`src/rtl/console_pkg.sv`:
```
// Shared types and widths for the console byte arbiter.
package console_pkg;

  localparam int unsigned BYTE_W = 8;
  localparam int unsigned OUT_W  = 32;

  typedef enum logic [1:0] {
    ST_RUN   = 2'd0,
    ST_DRAIN = 2'd1,
    ST_DONE  = 2'd2
  } state_e;

endpackage

```
`src/rtl/byte_fifo.sv`:
```
// Show-ahead synchronous FIFO; pointers wrap modulo DEPTH, count carries one extra bit.
module byte_fifo #(
  parameter  int unsigned DEPTH = 8,
  parameter  int unsigned WIDTH = 8,
  localparam int unsigned AW    = $clog2(DEPTH),
  localparam int unsigned CW    = AW + 1
) (
  input  logic             clk,
  input  logic             resetn,
  input  logic             push,
  input  logic             pop,
  input  logic [WIDTH-1:0] din,
  output logic [WIDTH-1:0] dout,
  output logic             full,
  output logic             empty,
  output logic [CW-1:0]    count
);

  logic [WIDTH-1:0] mem_q [DEPTH];
  logic [AW-1:0]    wr_ptr_q, wr_ptr_d;
  logic [AW-1:0]    rd_ptr_q, rd_ptr_d;
  logic [CW-1:0]    count_q, count_d;
  logic             do_push;
  logic             do_pop;

  assign full  = (count_q == CW'(DEPTH));
  assign empty = (count_q == '0);
  assign dout  = mem_q[rd_ptr_q];
  assign count = count_q;

  always_comb begin
    do_push  = push & ~full;
    do_pop   = pop & ~empty;
    wr_ptr_d = wr_ptr_q + AW'(do_push);
    rd_ptr_d = rd_ptr_q + AW'(do_pop);
    count_d  = count_q + CW'(do_push) - CW'(do_pop);
  end

  always_ff @(posedge clk) begin
    if (!resetn) begin
      wr_ptr_q <= '0;
      rd_ptr_q <= '0;
      count_q  <= '0;
    end else begin
      wr_ptr_q <= wr_ptr_d;
      rd_ptr_q <= rd_ptr_d;
      count_q  <= count_d;
    end
  end

  // Storage needs no reset: only entries below count are ever read.
  always_ff @(posedge clk) begin
    if (do_push) mem_q[wr_ptr_q] <= din;
  end

endmodule

```
`src/rtl/console_arbiter.sv`:
```
// Round-robin merge of two byte producers into one console port, with trap-driven drain.
module console_arbiter
  import console_pkg::*;
#(
  parameter int unsigned DEPTH = 8,
  parameter int unsigned LW    = $clog2(DEPTH) + 1
) (
  input  logic              clk,
  input  logic              resetn,
  input  logic              req0_valid,
  input  logic [BYTE_W-1:0] req0_data,
  output logic              req0_ready,
  input  logic              req1_valid,
  input  logic [BYTE_W-1:0] req1_data,
  output logic              req1_ready,
  input  logic              out_ready,
  output logic [OUT_W-1:0]  out_byte,
  output logic              out_byte_en,
  input  logic              trap,
  output logic              drained,
  output logic [LW-1:0]     fifo_level
);

  state_e             state_q, state_d;
  logic               last_grant_q, last_grant_d;
  logic [OUT_W-1:0]   out_byte_q, out_byte_d;
  logic               out_byte_en_q, out_byte_en_d;
  logic               drained_q, drained_d;

  logic               fifo_full;
  logic               fifo_empty;
  logic [BYTE_W-1:0]  fifo_dout;
  logic               can_grant;
  logic               gnt0;
  logic               gnt1;
  logic               push;
  logic               pop;
  logic [BYTE_W-1:0]  push_data;

  byte_fifo #(
    .DEPTH (DEPTH),
    .WIDTH (BYTE_W)
  ) u_fifo (
    .clk    (clk),
    .resetn (resetn),
    .push   (push),
    .pop    (pop),
    .din    (push_data),
    .dout   (fifo_dout),
    .full   (fifo_full),
    .empty  (fifo_empty),
    .count  (fifo_level)
  );

  // Grant: the requester not served last time wins a contention.
  always_comb begin
    can_grant = (state_q == ST_RUN) && !fifo_full;
    gnt0      = can_grant & req0_valid & (~req1_valid | last_grant_q);
    gnt1      = can_grant & req1_valid & (~req0_valid | ~last_grant_q);
    push      = gnt0 | gnt1;
    push_data = gnt0 ? req0_data : req1_data;
    pop       = !fifo_empty && out_ready && (state_q != ST_DONE);
  end

  assign req0_ready = gnt0;
  assign req1_ready = gnt1;

  always_comb begin
    state_d       = state_q;
    last_grant_d  = last_grant_q;
    out_byte_d    = out_byte_q;
    out_byte_en_d = pop;

    if (gnt0) last_grant_d = 1'b0;
    if (gnt1) last_grant_d = 1'b1;
    if (pop)  out_byte_d   = OUT_W'(fifo_dout);

    case (state_q)
      ST_RUN:   if (trap) state_d = ST_DRAIN;
      ST_DRAIN: if (fifo_empty && !pop) state_d = ST_DONE;
      ST_DONE:  state_d = ST_DONE;
      default:  state_d = ST_RUN;
    endcase

    drained_d = (state_d == ST_DONE);
  end

  always_ff @(posedge clk) begin
    if (!resetn) begin
      state_q       <= ST_RUN;
      last_grant_q  <= 1'b1;
      out_byte_q    <= '0;
      out_byte_en_q <= 1'b0;
      drained_q     <= 1'b0;
    end else begin
      state_q       <= state_d;
      last_grant_q  <= last_grant_d;
      out_byte_q    <= out_byte_d;
      out_byte_en_q <= out_byte_en_d;
      drained_q     <= drained_d;
    end
  end

  assign out_byte    = out_byte_q;
  assign out_byte_en = out_byte_en_q;
  assign drained     = drained_q;

endmodule

```
`config.mk`:
```
export PLATFORM = sky130hd
export DESIGN_NAME = console_arbiter
export DESIGN_NICKNAME = d
export VERILOG_FILES = /design/src/rtl/console_pkg.sv /design/src/rtl/byte_fifo.sv /design/src/rtl/console_arbiter.sv
export SDC_FILE = /design/constraint.sdc
export NUM_CORES = 1
export LEC_CHECK = 0
export ABC_CLOCK_PERIOD_IN_PS = 2400
export CAP_MARGIN = 20
export CORE_UTILIZATION = 35
export CTS_BUF_LIST = sky130_fd_sc_hd__clkbuf_8
export CTS_CLUSTER_DIAMETER = 100
export CTS_CLUSTER_SIZE = 14
export DETAILED_ROUTE_END_ITERATION = 7
export GPL_ROUTABILITY_DRIVEN = 0
export SLEW_MARGIN = 30
export SYNTH_ARGS = -nofsm -noshare
export SYNTH_HDL_FRONTEND = slang
export SYNTH_SLANG_ARGS = --single-unit
```
`constraint.sdc`:
```
create_clock -name clk -period 2.4 [get_ports clk]
set_input_delay 0.72 -clock clk [delete_from_list [all_inputs] [get_ports clk]]
set_output_delay 0.72 -clock clk [all_outputs]
set_load 0.1 [all_outputs]
```
Yosys cells after proc, flatten, opt, wreduce, memory -nomap -nowiden
Memories as Yosys holds them, arrays and structs flattened. A register that Yosys moved wholly into a read port is not among the register bits.
Index checks and enable logic that the tools add are counted.

storage, ports and cells
  bits of input ports = 22
  word-level logic and storage cells = 49
  output and inout bits = 40
  bits in registers = 15
  memories = 1
  bits in writable memories = 64

memory list
  memory        words  bits a word  rd ports  clocked after memory_dff  write ports  line             text
  u_fifo.mem_q  8      8            1         1                         1            byte_fifo.sv:19  logic [WIDTH-1:0] mem_q [DEPTH];

cells by class
  multiplexer cells = 6
  add/subtract/negate cells = 4
  equal/unequal tests = 5
  reductions and logical operators = 11
  bitwise gates (word level) = 15

operator list
  cell                  count
  $mux W8               1
  $add A3 B1 Y3         2
  $and A1 B1 Y1         6
  $not A1 Y1            6
  $pmux W2 S3           1
  $add A4 B1 Y4         1
  $eq A2 B2 Y1 const B  2
  $eq A4 B4 Y1 const B  1
  $logic_and A1 B1 Y1   4
  $logic_not A1 Y1      4
  $logic_not A4 Y1      1
  $mux W2               2
  $sub A4 B1 Y4         1
  $or A1 B1 Y1          3
  $eq A2 B1 Y1 const B  1
  $logic_not A2 Y1      1
  $mux W1               2
  $ne A2 B2 Y1 const B  1
  $reduce_or A2 Y1      1

Logic depth before layout (Yosys ltp)
Gate-level depths: netlist of the first run.

  depth after elaboration = 9
  gate-level depth with buffers = 12
  mapped depth without buffers = 11

Modules after synthesis
Synthesis of the first run repeated with hierarchy kept, for this count alone.

second synthesis, totals
  cells, all modules = 252
  area, all modules = 3886.2 µm²

by module, submodules not included
  module           area each (µm²)  cells each  instances  sequential area each (µm²)
  byte_fifo        3050.4           156         1          2122.0
  console_arbiter  835.8            96          1          260.2

Least setup slack after synthesis of the first run
Ideal clock, no wire load.

  path kind = reg2out
  start = reg u_fifo.count_q[2], in the netlist u_fifo.count[2]
  end = out req1_ready
  cell stages (with the launch flop) = 7
  path buffers = 0
  arrival = 3304 ps
  path slack = -1624 ps
  cells stage by stage = dfxtp_1 inv_1 ha_1 nor3b_2 nor3_2 nand2_1 a21oi_1

between the ends
  word-level cells in the longest chain between the ends = 5

RTL lines
  item                         line                   text
  start: declaration           byte_fifo.sv:22        logic [CW-1:0] count_q, count_d;
  start signal: assignment     byte_fifo.sv:47        count_q <= count_d;
  $eq A4 B4 Y1                 byte_fifo.sv:26        assign full = (count_q == CW'(DEPTH));
  $logic_not A1 Y1             console_arbiter.sv:57  can_grant = (state_q == ST_RUN) && !fifo_full;
  $logic_and A1 B1 Y1          console_arbiter.sv:57
  $and A1 B1 Y1 (2 in series)  console_arbiter.sv:59  gnt1 = can_grant & req1_valid & (~req0_valid | ~last_grant_q);
  end: declaration             console_arbiter.sv:15  output logic req1_ready,

No other way between the ends.

Worst setup path after layout of the first run
  start = reg u_fifo.count_q[2], in the netlist u_fifo.count[2]
  end = out req0_ready

between the ends
  word-level cells in the longest chain between the ends = 5

RTL lines
  item                         line                   text
  $eq A4 B4 Y1                 byte_fifo.sv:26
  $logic_not A1 Y1             console_arbiter.sv:57
  $logic_and A1 B1 Y1          console_arbiter.sv:57
  $and A1 B1 Y1 (2 in series)  console_arbiter.sv:58  gnt0 = can_grant & req0_valid & (~req1_valid | last_grant_q);
  end: declaration             console_arbiter.sv:12  output logic req0_ready,

No other way between the ends.

==> metrics, run 1 <==
hold wc startpoint out_byte[0]; most frequent cells in the layout edfxtp_1 (64), buf_4 (48), conb_1 (24); # Max-Cap Violations 0; crit path kind register to primary output; top_reg_cell synth edfxtp_1; final worst-path cycle share between 90% and 100%; hold path cells 2; Via density approximately 4.6; Overflow after GRT 0; Slew Limit Fails 0; skew final 0.00979 ns; final core occ approximately 45%; crit path launch type register; fin cells 452; FMAX about 0.42 GHz; Core Rows 37; Worst Reg2Reg Path Length in Cells 12; Syn Area/Cell between 15 and 20 µm²; Synth Instances around 240; R2R Setup Slk ~0.090 ns; worst hold slack ~0.5 ns; synth warn 0; Non-Filler Cell Area, Final 4680 µm²; Num CTS Buffers 9; # clock sinks 87; multi-input combinational cell area about 1300 µm²; most common cell after layout, fill and taps aside edfxtp_1; status finished clean; final WL 6920 µm; share of layout cells above drive strength 1 a little over a third; Hold Crit Endpoint out_byte[0]; Seq/Total Area, Yosys between 60% and 70%; Die Area between 10000 and 15000 µm²; largest net degree at the start of global routing 24; FF-to-FF Start u_fifo.count[2]; register bit total from synthesis 87; RR Endpoint u_fifo.count[2]; drt drc 0; Global Route Usage Sum roughly 14%; Layout fillers roughly 940; async set-reset flop share out of synthesis 0%; Post-Syn Area about 3700 µm²; Slowest cell on crit path dfxtp_4; Iter 0 DRT Violations 38; initial antenna violation count 0; max incr delay on CP 0.37 ns; RSZ-0062 raised after global routing true; CP Data Arrival Time 1.67 ns; Post-DP Area approximately 4400 µm²; area of the core roughly 10000 µm²; CTS root buf clkbuf_8; effective utilization at floorplan between 30% and 40%; EDFF count, synth 64; DR pass1 iterations 4; IO Port Bufs 37; first-pass GRT wire length 11100 µm; CTS H-Tree Depth 3; Vias ~2100; antenna-violating nets left 0; Register Area around 2400 µm²; # setup viols final 0; die width 105 µm; leakage power 1.73 nW; Clock Latency Late Sink around 0.36 ns; Worst EP required roughly 1.7 ns; Die Ht 105 µm; Nets ~340; min Tclk post-route about 2.4 ns; CTS Hold Bufs 0; placed cell count around 430; Peak VDD IR slightly below 0.5 mV; CP endpoint kind primary output; Final Hold Vio Count 0; crit-path max FO 3; TritonCTS clock tree yes; power per cell area 1160 nW/µm²; post-DP HPWL 4800 µm; Diodes inserted 0; CTS clk-pin slew, worst paths 0.09 ns; top-level port count between 60 and 70; number of global-route vias before repair about 2100; Clock Path Buffers 2; WL/cell around 15 µm; count of cell types in the netlist 40; worst path cell trace inv_4 > ha_4 > nor3b_4 > nor3_4 > nand3_2 > clkinvlp_4 > buf_12; Area growth syn-to-layout 25.0%; Worst Hold Class register to register
## state kept, by name, summed over array words and instances (netlist names)
register and flops:
u_fifo.count 4, u_fifo.rd_ptr_q 3, drained 1, out_byte_en 1
out_byte 8, u_fifo.wr_ptr_q 3, last_grant_q 1, u_fifo.mem_q 64
state_q 2
## cell type report
type                       count  share of cell area, %
clock buffer                   9                   2.65
clock inverter                 7                   1.66
inverter                       8                  0.775
multi-input combinational    134                   27.2
sequential                    87                   51.1
tap                          136                   3.64
timing repair buffer          71                   13.0
## metal layers
layer,vias to the layer above,track usage (%),part of all wire (%)
li1,985,-,-
met1,990,17.0,43
met2,74,22.6,49
met3,8,3.59,5.5
met4,0,5.84,1.8
met5,-,0,0
## critical path: cells and delay by family (launching register included)
| kind | cells | cell delay, ns |
|---|---|---|
| DFF | 1 | 0.37 |
| buffers and inverters | 3 | 0.32 |
| adders and majority gates | 1 | 0.14 |
| and+or+nand+nor | 3 | 0.48 |
## Yosys cell counts (2+ instances only)
cell type  instances  area share [%]
a21oi_1            2            0.27
and2_1            12             2.0
buf_2              2            0.27
buf_4             24             4.8
clkbuf_1           2            0.20
dfxtp_1           23              12
edfxtp_1          64              51
ha_1              10             3.3
inv_1              8            0.80
mux2_2             8             2.4
mux4_1             6             4.2
mux4_2            10             6.0
nand2_1            3            0.30
nand2b_1           5            0.84
nor2_1            16             1.6
nor3_1             2            0.27
o21ai_0            8             1.1
o22ai_1            8             1.3
xor2_1             3            0.70
## what timing repair did
item | in CTS | in global routing
pin swaps | 3 | 2
setup buffers | 4 | 4
setup endpoints to repair | 2 | 4
gates resized for setup | 4 | 0
## worst max path at each step
| stage | cells past startpoint | slack [ns] | end | startpoint |
|---|---|---|---|---|
| 2_1_floorplan | 6 | -0.16 | req1_ready | u_fifo.count[2] |
| 3_3_place_gp | 9 | -0.15 | u_fifo.count[2] | out_ready |
| 3_5_place_dp | 9 | -0.17 | u_fifo.count[2] | out_ready |
| 4_1_cts | 7 | -0.03 | req0_ready | u_fifo.count[2] |
| 5_1_grt | 7 | -0.08 | req0_ready | u_fifo.count[2] |
| 6_report | 7 | 0.01 | req0_ready | u_fifo.count[2] |
## where the power goes
group	switching (mW)	internal [mW]	total, mW	leakage [nW]
Combinational	1.48	0.827	2.31	0.861
Sequential	0.150	1.94	2.09	0.772
Clock	0.537	0.492	1.03	0.0958
Total	2.17	3.26	5.43	1.73
## through the flow
step	power, mW	setup slack (ns)	setup TNS [ns]
2_1_floorplan	3.84	-0.164	-0.356
3_3_place_gp	4.33	-0.151	-0.520
3_5_place_dp	4.36	-0.166	-0.778
4_1_cts	5.46	-0.0350	-0.0513
5_1_grt	5.73	-0.0812	-0.147
6_report	5.43	0.0114	0
## logic make-up after synthesis
logic type	share of synthesized area, %
compound gates	3.48
xor+xnor	0.936
fa+ha+maj	3.88
buf+inv	7.29
flops	63.7
mux	12.6
other cells	0.100
simple gates	8.02
Power figures use the tool's default switching activity.
==> run 2, diff against run 1 <==
--- a/config.mk
+++ b/config.mk
@@ -13,6 +13,7 @@
 export CTS_CLUSTER_SIZE = 14
 export DETAILED_ROUTE_END_ITERATION = 7
 export GPL_ROUTABILITY_DRIVEN = 0
+export MAX_ROUTING_LAYER = met4
 export SLEW_MARGIN = 30
 export SYNTH_ARGS = -nofsm -noshare
 export SYNTH_HDL_FRONTEND = slang
==> run 2 against run 1 <==
Effect of this change:
- the run now ends with setup timing left
- die area is the same
- via count shrank 0.29%
- clock skew grew 0.0026 ns
- sequential share of layout area is the same
- largest cell class unchanged
- largest power group unchanged
- highest routed layer unchanged
==> metrics, run 2 (synthesis gave the netlist of run 1 again) <==
status finished with violations (was finished clean); failing checks setup timing; RR Endpoint u_fifo.count[2] (unchanged); area of the core 10300 µm² (unchanged); FF-to-FF Start u_fifo.count[2] (unchanged); most frequent cells in the layout edfxtp_1 (64), buf_4 (48), conb_1 (24) (unchanged); Via density 4.54 (was 4.55); met1 GRT Util 17.1% (was 17.0%); DR pass1 iterations 5 (was 4); top-level port count 62 (unchanged); Num CTS Buffers 9 (unchanged); R2R Setup Slk 0.09 ns (about the same); Final Hold Vio Count 0 (unchanged); Overflow after GRT 0 (unchanged); CTS H-Tree Depth 3 (unchanged); Iter 0 DRT Violations 41 (was 38); min Tclk post-route 2.40 ns (was 2.39 ns); Core Rows 37 (unchanged); most common cell after layout, fill and taps aside edfxtp_1 (unchanged); Vias 2051 (was 2057); leakage power 1.73 nW (unchanged); TritonCTS clock tree yes (unchanged); Slowest cell on crit path dfxtp_4 (unchanged); Diodes inserted 0 (unchanged); Largest Register u_fifo.mem_q (unchanged); Sum Neg Setup Slack -0.00124 ns (was 0 ns); # setup viols final 1 (was 0); Largest register FFs 64 (unchanged); share of layout cells above drive strength 1 35.1% (unchanged); Global Route Usage Sum 14.1% (was 13.7%); initial antenna violation count 0 (unchanged); # Max-Cap Violations 0 (unchanged); WL/cell 15.3 µm (unchanged); Worst Reg2Reg Path Length in Cells 12 (unchanged); grt met2 use 22.6% (unchanged); switching portion of total power 40.0% (about the same); largest net degree at the start of global routing 24 (unchanged); Int Pwr 3.26 mW (about the same); hold wc startpoint out_byte[0] (unchanged); RSZ-0062 raised after global routing true (unchanged); crit path launch type register (unchanged); effective utilization at floorplan 36.3% (unchanged); Layout fillers 938 (unchanged); max incr delay on CP 0.37 ns (about the same); final worst-path cycle share 100% (was 99.5%); NetSw 2.17 mW (about the same); CTS clk-pin slew, worst paths 0.09 ns (about the same); Clock Path Buffers 2 (unchanged); met3 Use GR 3.59% (unchanged); Worst EP required 1.68 ns (about the same); antenna-violating nets left 0 (unchanged); CTS root buf clkbuf_8 (unchanged); Clock Latency Late Sink 0.36 ns (about the same); first-pass GRT wire length 11100 µm (about the same); busiest grt layer met2 (unchanged); die width 105 µm (unchanged); CP Data Arrival Time 1.68 ns (was 1.67 ns); FMAX 0.416 GHz (was 0.419 GHz); hold path cells 2 (unchanged); CP endpoint kind primary output (unchanged); number of global-route vias before repair 2073 (was 2076); crit path kind register to primary output (unchanged); IO Port Bufs 37 (unchanged); crit-path max FO 3 (unchanged); Hold Crit Endpoint out_byte[0] (unchanged); Logic pwr share 42.6% (about the same); Clock Power Share 19.0% (about the same); Die Area 11100 µm² (unchanged); post-DP HPWL 4800 µm (unchanged); Seq pwr share 38.5% (about the same); Die Ht 105 µm (unchanged); Slew Limit Fails 0 (unchanged); Nets 344 (unchanged); skew final 0.0124 ns (was 0.00979 ns); Worst Hold Class register to register (unchanged); Setup WS post-layout -0.00124 ns (was 0.0114 ns); Non-Filler Cell Area, Final 4680 µm² (unchanged); Post-DP Area 4410 µm² (unchanged); power per cell area 1160 nW/µm² (about the same); # clock sinks 87 (unchanged); drt drc 0 (unchanged); Area growth syn-to-layout 25.0% (unchanged); worst path cell trace inv_4 > ha_4 > nor3b_4 > nor3_4 > nand3_2 > clkinvlp_4 > buf_12 (unchanged); Peak VDD IR 0.489 mV (about the same); final WL 6920 µm (unchanged)
-- run 2: through the flow --
stage	hold WS [ns]	setup slack (ns)	util [%]	std cells	total power, mW
6_report	0.508	-0.00124	45.3	452	5.43
5_1_grt	0.541	-0.0811	45.3	452	5.73
4_1_cts	0.518	-0.0350	45.0	448	5.46
3_5_place_dp	0.493	-0.166	42.7	428	4.36
3_3_place_gp	0.494	-0.151	42.7	428	4.33
2_1_floorplan	0.496	-0.164	-	260	3.84
-- run 2: timing repair --
| action | 4_1_cts | 5_1_grt |
|---|---|---|
| hold buffers | 0 | 0 |
| setup buffers | 4 | 4 |
| pin swaps | 3 | 2 |
| endpoints found under the setup margin | 2 | 4 |
| resized for setup | 4 | 0 |
-- run 2: critical path: cells and delay by family (launching register included) --
family / cells / cell delay [ns]
AND/OR/NAND/NOR: 3 / 0.48
flip-flops: 1 / 0.37
buffers and inverters: 3 / 0.33
adder cells (fa/ha/maj): 1 / 0.14
-- run 2: routing by layer --
layer / share of wire (%) / wire, µm / vias up
li1: - / - / 986
met3: 5.2 / 360 / 9
met2: 49 / 3390 / 70
met1: 44 / 3040 / 986
met5: 0 / 0 / -
met4: 1.7 / 121 / 0
-- run 2: power groups by stage --
stage,Clock [mW],Sequential [mW],Combinational [mW]
after floorplan,0,2.67,1.16
after global placement,0,2.11,2.22
after detailed placement,0,2.12,2.24
after CTS,1.07,2.09,2.29
after global routing,1.12,2.12,2.50
final,1.03,2.09,2.31
-- run 2: area by class of cell --
cell class,count,area [µm²],area share (%)
Clock buffer,9,124,2.65
Clock inverter,7,77.6,1.66
Inverter,8,36.3,0.775
Multi-Input combinational cell,134,1270,27.2
Sequential cell,87,2390,51.1
Tap cell,136,170,3.64
Timing Repair Buffer,71,608,13.0
-- run 2: worst max path at each step --
stage	from	end	slack, ns	cells past startpoint
2_1_floorplan	u_fifo.count[2]	req1_ready	-0.16	6
3_3_place_gp	out_ready	u_fifo.count[2]	-0.15	9
3_5_place_dp	out_ready	u_fifo.count[2]	-0.17	9
4_1_cts	u_fifo.count[2]	req0_ready	-0.03	7
5_1_grt	u_fifo.count[2]	req0_ready	-0.08	7
6_report	u_fifo.count[2]	req0_ready	-0.001	7
==> run 3, diff against run 2 <==
--- a/config.mk
+++ b/config.mk
@@ -14,6 +14,8 @@
 export DETAILED_ROUTE_END_ITERATION = 7
 export GPL_ROUTABILITY_DRIVEN = 0
 export MAX_ROUTING_LAYER = met4
+export SKIP_CTS_REPAIR_TIMING = 1
+export SKIP_LAST_GASP = 1
 export SLEW_MARGIN = 30
 export SYNTH_ARGS = -nofsm -noshare
 export SYNTH_HDL_FRONTEND = slang
==> run 3 against run 2 <==
Effect of this change:
- highest routed layer unchanged
- sequential share of layout area increased by 0.52 points
- wire length decreased by 1.7%
- flip-flop and latch count unchanged
- worst hold slack improved by 0.00066 ns
- the run still ends with setup timing left
- first-iteration DRC count increased by 2.4%
- critical path depth decreased by 3
- core utilization decreased by 0.46 points
==> metrics, run 3 (synthesis gave the netlist of run 1 again) <==
status finished with violations (unchanged); failing checks setup timing (unchanged); Core Rows 37 (unchanged); Final Hold Vio Count 0 (unchanged); skew final 0.0112 ns (was 0.0124 ns); Iter 0 DRT Violations 42 (was 41); Metal-1 WL 2990 µm (was 3040 µm); met2 wire len 3330 µm (was 3390 µm); DR pass1 iterations 5 (unchanged); Global Route Usage Sum 14.0% (was 14.1%); crit-path max FO 3 (unchanged); largest net degree at the start of global routing 24 (unchanged); CP endpoint kind primary output (unchanged); # clock sinks 87 (unchanged); crit path kind primary input to primary output (was register to primary output); number of global-route vias before repair 2045 (was 2073); Vias 2016 (was 2051); Die Area 11100 µm² (unchanged); Die Ht 105 µm (unchanged); fin cells 445 (was 452); power per cell area 1160 nW/µm² (about the same); Worst Hold Class register to register (unchanged); top-level port count 62 (unchanged); Nets 337 (was 344); die width 105 µm (unchanged); share of layout cells above drive strength 1 33.7% (was 35.1%); placed cell count 428 (unchanged); final core occ 44.9% (was 45.3%); WL/cell 15.3 µm (about the same); Peak VDD IR 0.489 mV (about the same); Slew Limit Fails 0 (unchanged); first-pass GRT wire length 11000 µm (was 11100 µm); post-DP HPWL 4800 µm (unchanged); DR WL met3 370 µm (was 360 µm); RSZ-0062 raised after global routing true (unchanged); most common cell after layout, fill and taps aside edfxtp_1 (unchanged); CTS root buf clkbuf_8 (unchanged); Overflow after GRT 0 (unchanged); Sum Neg Setup Slack -0.0295 ns (was -0.00124 ns); # Max-Cap Violations 0 (unchanged); antenna-violating nets left 0 (unchanged); initial antenna violation count 0 (unchanged); most frequent cells in the layout edfxtp_1 (64), buf_4 (41), conb_1 (24) (was edfxtp_1 (64), buf_4 (48), conb_1 (24)); leakage power 1.70 nW (was 1.73 nW); min Tclk post-route 2.42 ns (was 2.40 ns); area of the core 10300 µm² (unchanged); max layer used met4 (unchanged); Place WS -0.166 ns (unchanged); CP Data Arrival Time 1.70 ns (was 1.68 ns); Num CTS Buffers 9 (unchanged); CTS clk-pin slew, worst paths 0.08 ns (was 0.09 ns); Diodes inserted 0 (unchanged); TritonCTS clock tree yes (unchanged); effective utilization at floorplan 36.3% (unchanged); Clock Latency Late Sink 0.35 ns (was 0.36 ns); final WL 6800 µm (was 6920 µm); Worst EP required 1.68 ns (about the same); FMAX 0.414 GHz (was 0.416 GHz); Largest Register u_fifo.mem_q (unchanged); CTS H-Tree Depth 3 (unchanged); final worst-path cycle share 101% (was 100%); # setup viols final 2 (was 1); Area growth syn-to-layout 23.8% (was 25.0%); crit path launch type primary input (was register); drt drc 0 (unchanged); IO Port Bufs 37 (unchanged); Largest register FFs 64 (unchanged); Clock Path Buffers 2 (unchanged); Setup WS post-layout -0.0172 ns (was -0.00124 ns); Via density 4.53 (was 4.54)
## run 3: stage by stage
step	hold slack (ns)	area [µm²]	total power, mW
after floorplan	0.496	3940	3.84
after detailed placement	0.493	4410	4.36
after global placement	0.494	4410	4.33
after CTS	0.518	4610	5.41
after global routing	0.541	4630	5.65
final	0.509	4630	5.35
## run 3: final cells by class
cell class	count	area, µm²
clock inverters	7	77.6
inverters	8	36.3
repair buffers	64	561
fillers	941	5690
clock buffers	9	124
flip-flops and latches	87	2390
well taps	136	170
multi-input cells	134	1270
## run 3: final timing paths
check,depth (start not counted),start,endpoint,slack [ns]
setup / recovery,4,req0_valid,req1_ready,-0.02
hold / removal,2,out_byte[0],out_byte[0],0.51
setup reg to reg,11,u_fifo.count[2],u_fifo.count[2],0.13
hold reg to reg,2,out_byte[0],out_byte[0],0.51
## run 3: per-layer routing
layer / vias up / track usage [%]
met5: - / -
met4: 0 / 5.84
met3: 11 / 3.59
met2: 68 / 22.2
met1: 966 / 17.1
li1: 971 / -
## run 3: worst max-delay path: stages
cell and delay [ns]:
clkdlybuf4s50_1 0.46, buf_4 0.17, a21oi_4 0.15, buf_12 0.18
## run 3: report_power, final
group | internal (mW) | leakage (nW) | switching, mW | total [mW]
Sequential | 1.94 | 0.772 | 0.150 | 2.09
Combinational | 0.771 | 0.835 | 1.47 | 2.24
Clock | 0.492 | 0.0958 | 0.537 | 1.03
Total | 3.20 | 1.70 | 2.15 | 5.35
==> edit 1 (flow settings as in run 2) <==
One comparison of `count_q` changes from == to >=.
--- a/src/rtl/byte_fifo.sv
+++ b/src/rtl/byte_fifo.sv
@@ -25,3 +25,3 @@
 
-  assign full  = (count_q == CW'(DEPTH));
+  assign full  = (count_q >= CW'(DEPTH));
   assign empty = (count_q == '0);
Function: no difference found for any inputs over 10 cycles, from zero or initial values and one cycle with resetn low; that may be too few to reach the edited logic, so the function may still have changed.
==> edit 1 against run 2 <==
The run still ends with negative setup slack left. Combinational power is 2% lower. Sequential cell count stayed put. Area after synthesis is 0.47% lower. Worst hold slack better by 0.0036 ns. Cell area is 1.3% lower. Power is 3.4% lower. Sequential share of layout area is 0.71 points higher. Routed wire length is 7.7% lower. Setup slack worse by 0.020 ns. Sequential power is 3% lower.
==> edit 1: results (changes against run 2) <==
** Detailed routing
- Vias per Instance :: 4.56 (was 4.54)
- The first-iteration detailed-routing DRC count was 107 (was 41).
- WL final :: 6390 µm (was 6920 µm)

** Power and ir drop
- The leakage power summed over all cells came to 1.74 nW (was 1.73 nW).
- Maximum VDD drop :: 0.000400 V (was 0.000489 V)

** Worst setup path
- Critical path startpoint :: state_q[1] (was u_fifo.count[2])
- FF-to-FF Start :: u_fifo.count[3] (was u_fifo.count[2])
- FF-to-FF path depth :: 10 (was 12)
- The largest fanout of any net on the critical path is 4 (was 3).
- The arrival time of the worst setup path was 1.70 ns (was 1.68 ns).

** STA
- Final critical-path setup slack :: -0.0217 ns (was -0.00124 ns)
- WHS :: 0.512 ns (was 0.508 ns)
- Actual slew at the worst max-slew pin :: 0.658 ns
- The number of endpoints failing setup at the final stage was 1 (unchanged).
- Maximum clock skew at final layout :: 0.0114 ns (was 0.0124 ns)

** GRT
- The overall routing resource usage came to 12.9% (was 14.1%).
- Global-route wire length before repair :: 10300 µm (was 11100 µm)
- Maximum number of pins on one net before global-route repair :: 18 (was 24)

** Yosys
- Commonest cells in the synthesized netlist :: edfxtp_1 (64), buf_4 (24), dfxtp_1 (23) (unchanged)
- Compound-cell area share of the yosys netlist :: 4.27% (was 3.48%)
- Area contributors post-synth :: edfxtp_1 (52%), dfxtp_1 (12%), mux4_2 (9.7%) (was edfxtp_1 (51%), dfxtp_1 (12%), mux4_2 (6.0%))
- Synthesized-area fraction occupied by adder cells :: 3.90% (was 3.88%)
- The xor and xnor area share after synthesis is 0.941% (was 0.936%).
- Sequential-to-total area share from yosys stat :: 64.0% (was 63.7%)

** Min path
- Launch instance of the worst min-delay path :: out_byte[6] (was out_byte[0])
- The worst hold endpoint was out_byte[6] (was out_byte[0]).

** Status
- Run status: complete, but fails checks (unchanged).
- Failing checks :: negative setup slack (unchanged)

** Clock tree
- The number of buffers inserted by hold repair at cts came to 0 (unchanged).
- The root buffer cell is clkbuf_8 (unchanged).

** Cells and area
- The total number of nets in the final design was 338 (was 344).
- The total of fill cells in the finished design is 933 (was 938).

** Place
- Post-detail-place hpwl :: 4620 µm (was 4800 µm)
- Placed standard-cell area :: 4390 µm² (was 4410 µm²)
-- edit 1: stage by stage --
step                      utilization [%]  power (mW)  TNS, ns  worst slack, ns
after floorplan                         -        3.78   -0.259           -0.114
after global placement               42.5        4.27   -0.430           -0.180
after detailed placement             42.5        4.30   -0.396           -0.160
after CTS                            44.5        5.28  -0.0519          -0.0476
after global routing                 44.7        5.51   -0.120          -0.0957
final                                44.7        5.24  -0.0217          -0.0217
-- edit 1: where the power goes --
| group | switching [mW] | leakage (nW) | internal [mW] | total (mW) |
|---|---|---|---|---|
| clock network | 0.555 | 0.0945 | 0.400 | 0.954 |
| registers | 0.110 | 0.771 | 1.92 | 2.03 |
| logic | 1.48 | 0.878 | 0.781 | 2.26 |
-- edit 1: layout make-up --
type                       count  share of cell area (%)
sequential                    87                    51.8
tap                          136                    3.68
multi-input combinational    135                    27.1
clock inverter                 7                    1.33
clock buffer                   9                    2.68
inverter                       7                   0.623
timing repair buffer          65                    12.7
-- edit 1: cell families (layout without fill, tap and decap cells) --
family	count (synthesis)	in the layout
adders and majority gates	11	11
buffers and inverters	38	88
muxes	24	24
other	1	24
AOI/OAI and AO/OA	24	24
DFF	87	87
and+or+nand+nor	48	48
xor gates and xnor gates	4	4
-- edit 1: worst max-delay path by stage --
stage / slack (ns) / end / cells past startpoint
2_1_floorplan: -0.11 / u_fifo.count[2] / 11
3_3_place_gp: -0.18 / u_fifo.count[2] / 8
4_1_cts: -0.05 / req1_ready / 5
5_1_grt: -0.1 / req1_ready / 5
3_5_place_dp: -0.16 / u_fifo.count[2] / 8
6_report: -0.02 / req1_ready / 5
-- edit 1: critical path: stages (launching register included) --
cell and delay [ns]:
dfxtp_2 0.34, or3_4 0.40, a21oi_4 0.18, nand2_2 0.10
a21oi_4 0.14, buf_12 0.18
-- edit 1: repair_timing --
action | 4_1_cts | 5_1_grt
setup endpoints to repair | 2 | 3
pin swaps | 1 | 2
buffers inserted | 2 | 2
resized for setup | 2 | 4
-- edit 1: per-layer routing --
layer	vias up	GRT usage [%]	routed length, µm	share of wire (%)
met4	0	5.73	114	1.8
met5	-	-	0	0
met1	982	16.4	2870	45
met3	11	2.43	324	5.1
met2	66	20.3	3080	48
li1	976	-	-	-
==> edit 2 (flow settings as in run 2) <==
Made on the original files. `DEPTH` is set to 8 in 2 places; all go to 16.
--- a/src/rtl/byte_fifo.sv
+++ b/src/rtl/byte_fifo.sv
@@ -2,3 +2,3 @@
 module byte_fifo #(
-  parameter  int unsigned DEPTH = 8,
+  parameter  int unsigned DEPTH = 16,
   parameter  int unsigned WIDTH = 8,
--- a/src/rtl/console_arbiter.sv
+++ b/src/rtl/console_arbiter.sv
@@ -4,3 +4,3 @@
 #(
-  parameter int unsigned DEPTH = 8,
+  parameter int unsigned DEPTH = 16,
   parameter int unsigned LW    = $clog2(DEPTH) + 1
Interface: changed (resized fifo_level); port bits go from 62 to 63. The function was not compared with the original's and may differ.
==> edit 2 against run 2 <==
The flow still finishes with violations (negative setup slack). Setup slack worse by 0.51 ns. Power up 65%. Global-route usage up 2.8 points. Die area up 69%. Cell area up 77%. Area after synthesis up 71%. Core utilization up 1.0 points. Clock power up 120%. Sequential cell count up 67. Routed wire length up 120%. Largest power group is now registers. Highest routed layer unchanged. Critical path depth unchanged.
==> edit 2: results (changes against run 2) <==
** Status
- Run status :: complete, but fails checks (unchanged)
- Failing checks :: negative setup slack (unchanged)

** Clock tree
- The number of buffers inserted during clock tree synthesis came to 17 (was 9).
- The number of sinks handled by clock tree synthesis came to 154 (was 87).
- Clock insertion delay at the later pin of the skew report :: 0.46 ns (was 0.36 ns)
- CTS H-tree lvls :: 4 (was 3)

** Yosys
- Sequential-to-total area share from yosys stat :: 68.3% (was 63.7%)
- Commonest cells in the synthesized netlist: edfxtp_1 (128), mux4_2 (32), dfxtp_1 (26) (was edfxtp_1 (64), buf_4 (24), dfxtp_1 (23)).
- The number of enable-type register cells in the synthesized netlist came to 128 (was 64).
- Instance count of the mapped netlist :: 367 (was 237)
- Area contributors post-synth :: edfxtp_1 (60%), mux4_2 (11%), dfxtp_1 (8.1%) (was edfxtp_1 (51%), dfxtp_1 (12%), mux4_2 (6.0%))
- The post-synthesis cell type count was 38 (was 40).

** Place
- DP Cell Count :: 663 (was 428)

** Detailed routing
- The detailed-routing wirelength on met1 was 6380 µm (was 3040 µm).
- The first-iteration detailed-routing DRC count is 248 (was 41).
- Met2 wire length :: 7280 µm (was 3390 µm)
- The detailed-routed wire length on met3 was 997 µm (was 360 µm).
- WL final :: 14900 µm (was 6920 µm)

** Cells and area
- The number of ordinary and repair buffers in the finished layout is 100 (was 71).
- The number of multi-input combinational cells in the layout was 190 (was 134).
- The flip-flop count of the largest register, all copies and words added came to 128 (was 64).
- The inverter count is 12 (was 8).
- The fraction of final layout cells sized beyond drive strength 1 is 41.4% (was 35.1%).
- The number of clock buffer instances in the layout is 18 (was 9).
- The sequential cell area is 4380 µm² (was 2390 µm²).
- Area taken by multi-input logic gates :: 2130 µm² (was 1270 µm²)
- Clock network area share :: 5.75% (was 4.30%)
- The total number of nets in the final design was 507 (was 344).

** Worst setup path
- Crit-path slowest cell :: or4b_4 (was dfxtp_4)
- FF-to-FF path depth :: 18 (was 12)
- Crit-path max FO :: 2 (was 3)
- The register-to-register path setup slack was -0.27 ns (was 0.09 ns).
- The delay of the slowest cell on the worst path was 0.49 ns (was 0.37 ns).
- The end of the worst register-to-register path is last_grant_q (was u_fifo.count[2]).
- The arrival time of the worst setup path was 2.19 ns (was 1.68 ns).

** Power and ir drop
- Static leakage power :: 2.87 nW (was 1.73 nW)
- Maximum VDD drop :: 0.00108 V (was 0.000489 V)

** STA
- Maximum clock skew at final layout :: 0.0145 ns (was 0.0124 ns)
- Final number of setup-violating endpoints :: 55 (was 1)
- The smallest setup slack after layout was -0.512 ns (was -0.00124 ns).

** GRT
- The pin count of the biggest net entering global routing was 35 (was 24).
- The global-route wire length before repair is 21100 µm (was 11100 µm).
- The overall routing resource usage is 16.9% (was 14.1%).
- The met3 usage in global routing is 4.11% (was 3.59%).
edit 2: cell count changes after synthesis, sizes merged, moves of 6 or more:
cell	before	now
and2	12	5
mux4	16	32
nor2	16	22
edfxtp	64	128
mux2i	0	17
o21ai	9	1
clkbuf	3	11
nand3	1	12
o221ai	0	8
o22ai	8	0
edit 2: repair_timing:
item	CTS	global route
pin swaps	9	8
buffers inserted	14	2
cloned	0	8
gates resized for setup	10	37
setup endpoints to repair	137	255
edit 2: cell families (layout without fill, tap and decap cells):
group	count (synthesis)	count (layout)	share of synthesized area (%)
XOR/XNOR	7	7	0.959
flip-flops	154	154	68.3
multiplexers	57	65	15.8
other	1	24	0.0587
AND/OR/NAND/NOR	66	66	5.89
adder cells (fa/ha/maj)	10	10	2.08
AO/OA/AOI/OAI	18	18	2.06
buffers and inverters	54	144	4.86
edit 2: through the flow:
stage / cell area [µm²] / TNS [ns] / total power, mW
finish: 8290 / -2.65 / 8.97
CTS: 8050 / -1.79 / 8.86
global route: 8290 / -13.64 / 9.37
detailed placement: 7430 / -98.41 / 6.43
floorplan: 6620 / -1.70 / 5.64
global placement: 7430 / -95.79 / 6.37
edit 2: worst min path at each step:
stage / startpoint / endpoint / cells after the start / slack [ns]
floorplan: last_grant_q / last_grant_q / 2 / 0.50
global placement: out_byte[6] / out_byte[6] / 2 / 0.50
detailed placement: out_byte[6] / out_byte[6] / 2 / 0.51
CTS: out_byte[6] / out_byte[6] / 2 / 0.53
global route: last_grant_q / last_grant_q / 1 / 0.57
finish: last_grant_q / last_grant_q / 1 / 0.54
edit 2: report_power, final:
group	internal, mW	leakage (nW)	switching, mW	total [mW]
Clock	1.36	0.239	0.931	2.29
Sequential	3.28	1.37	0.175	3.46
Combinational	1.27	1.25	1.95	3.22
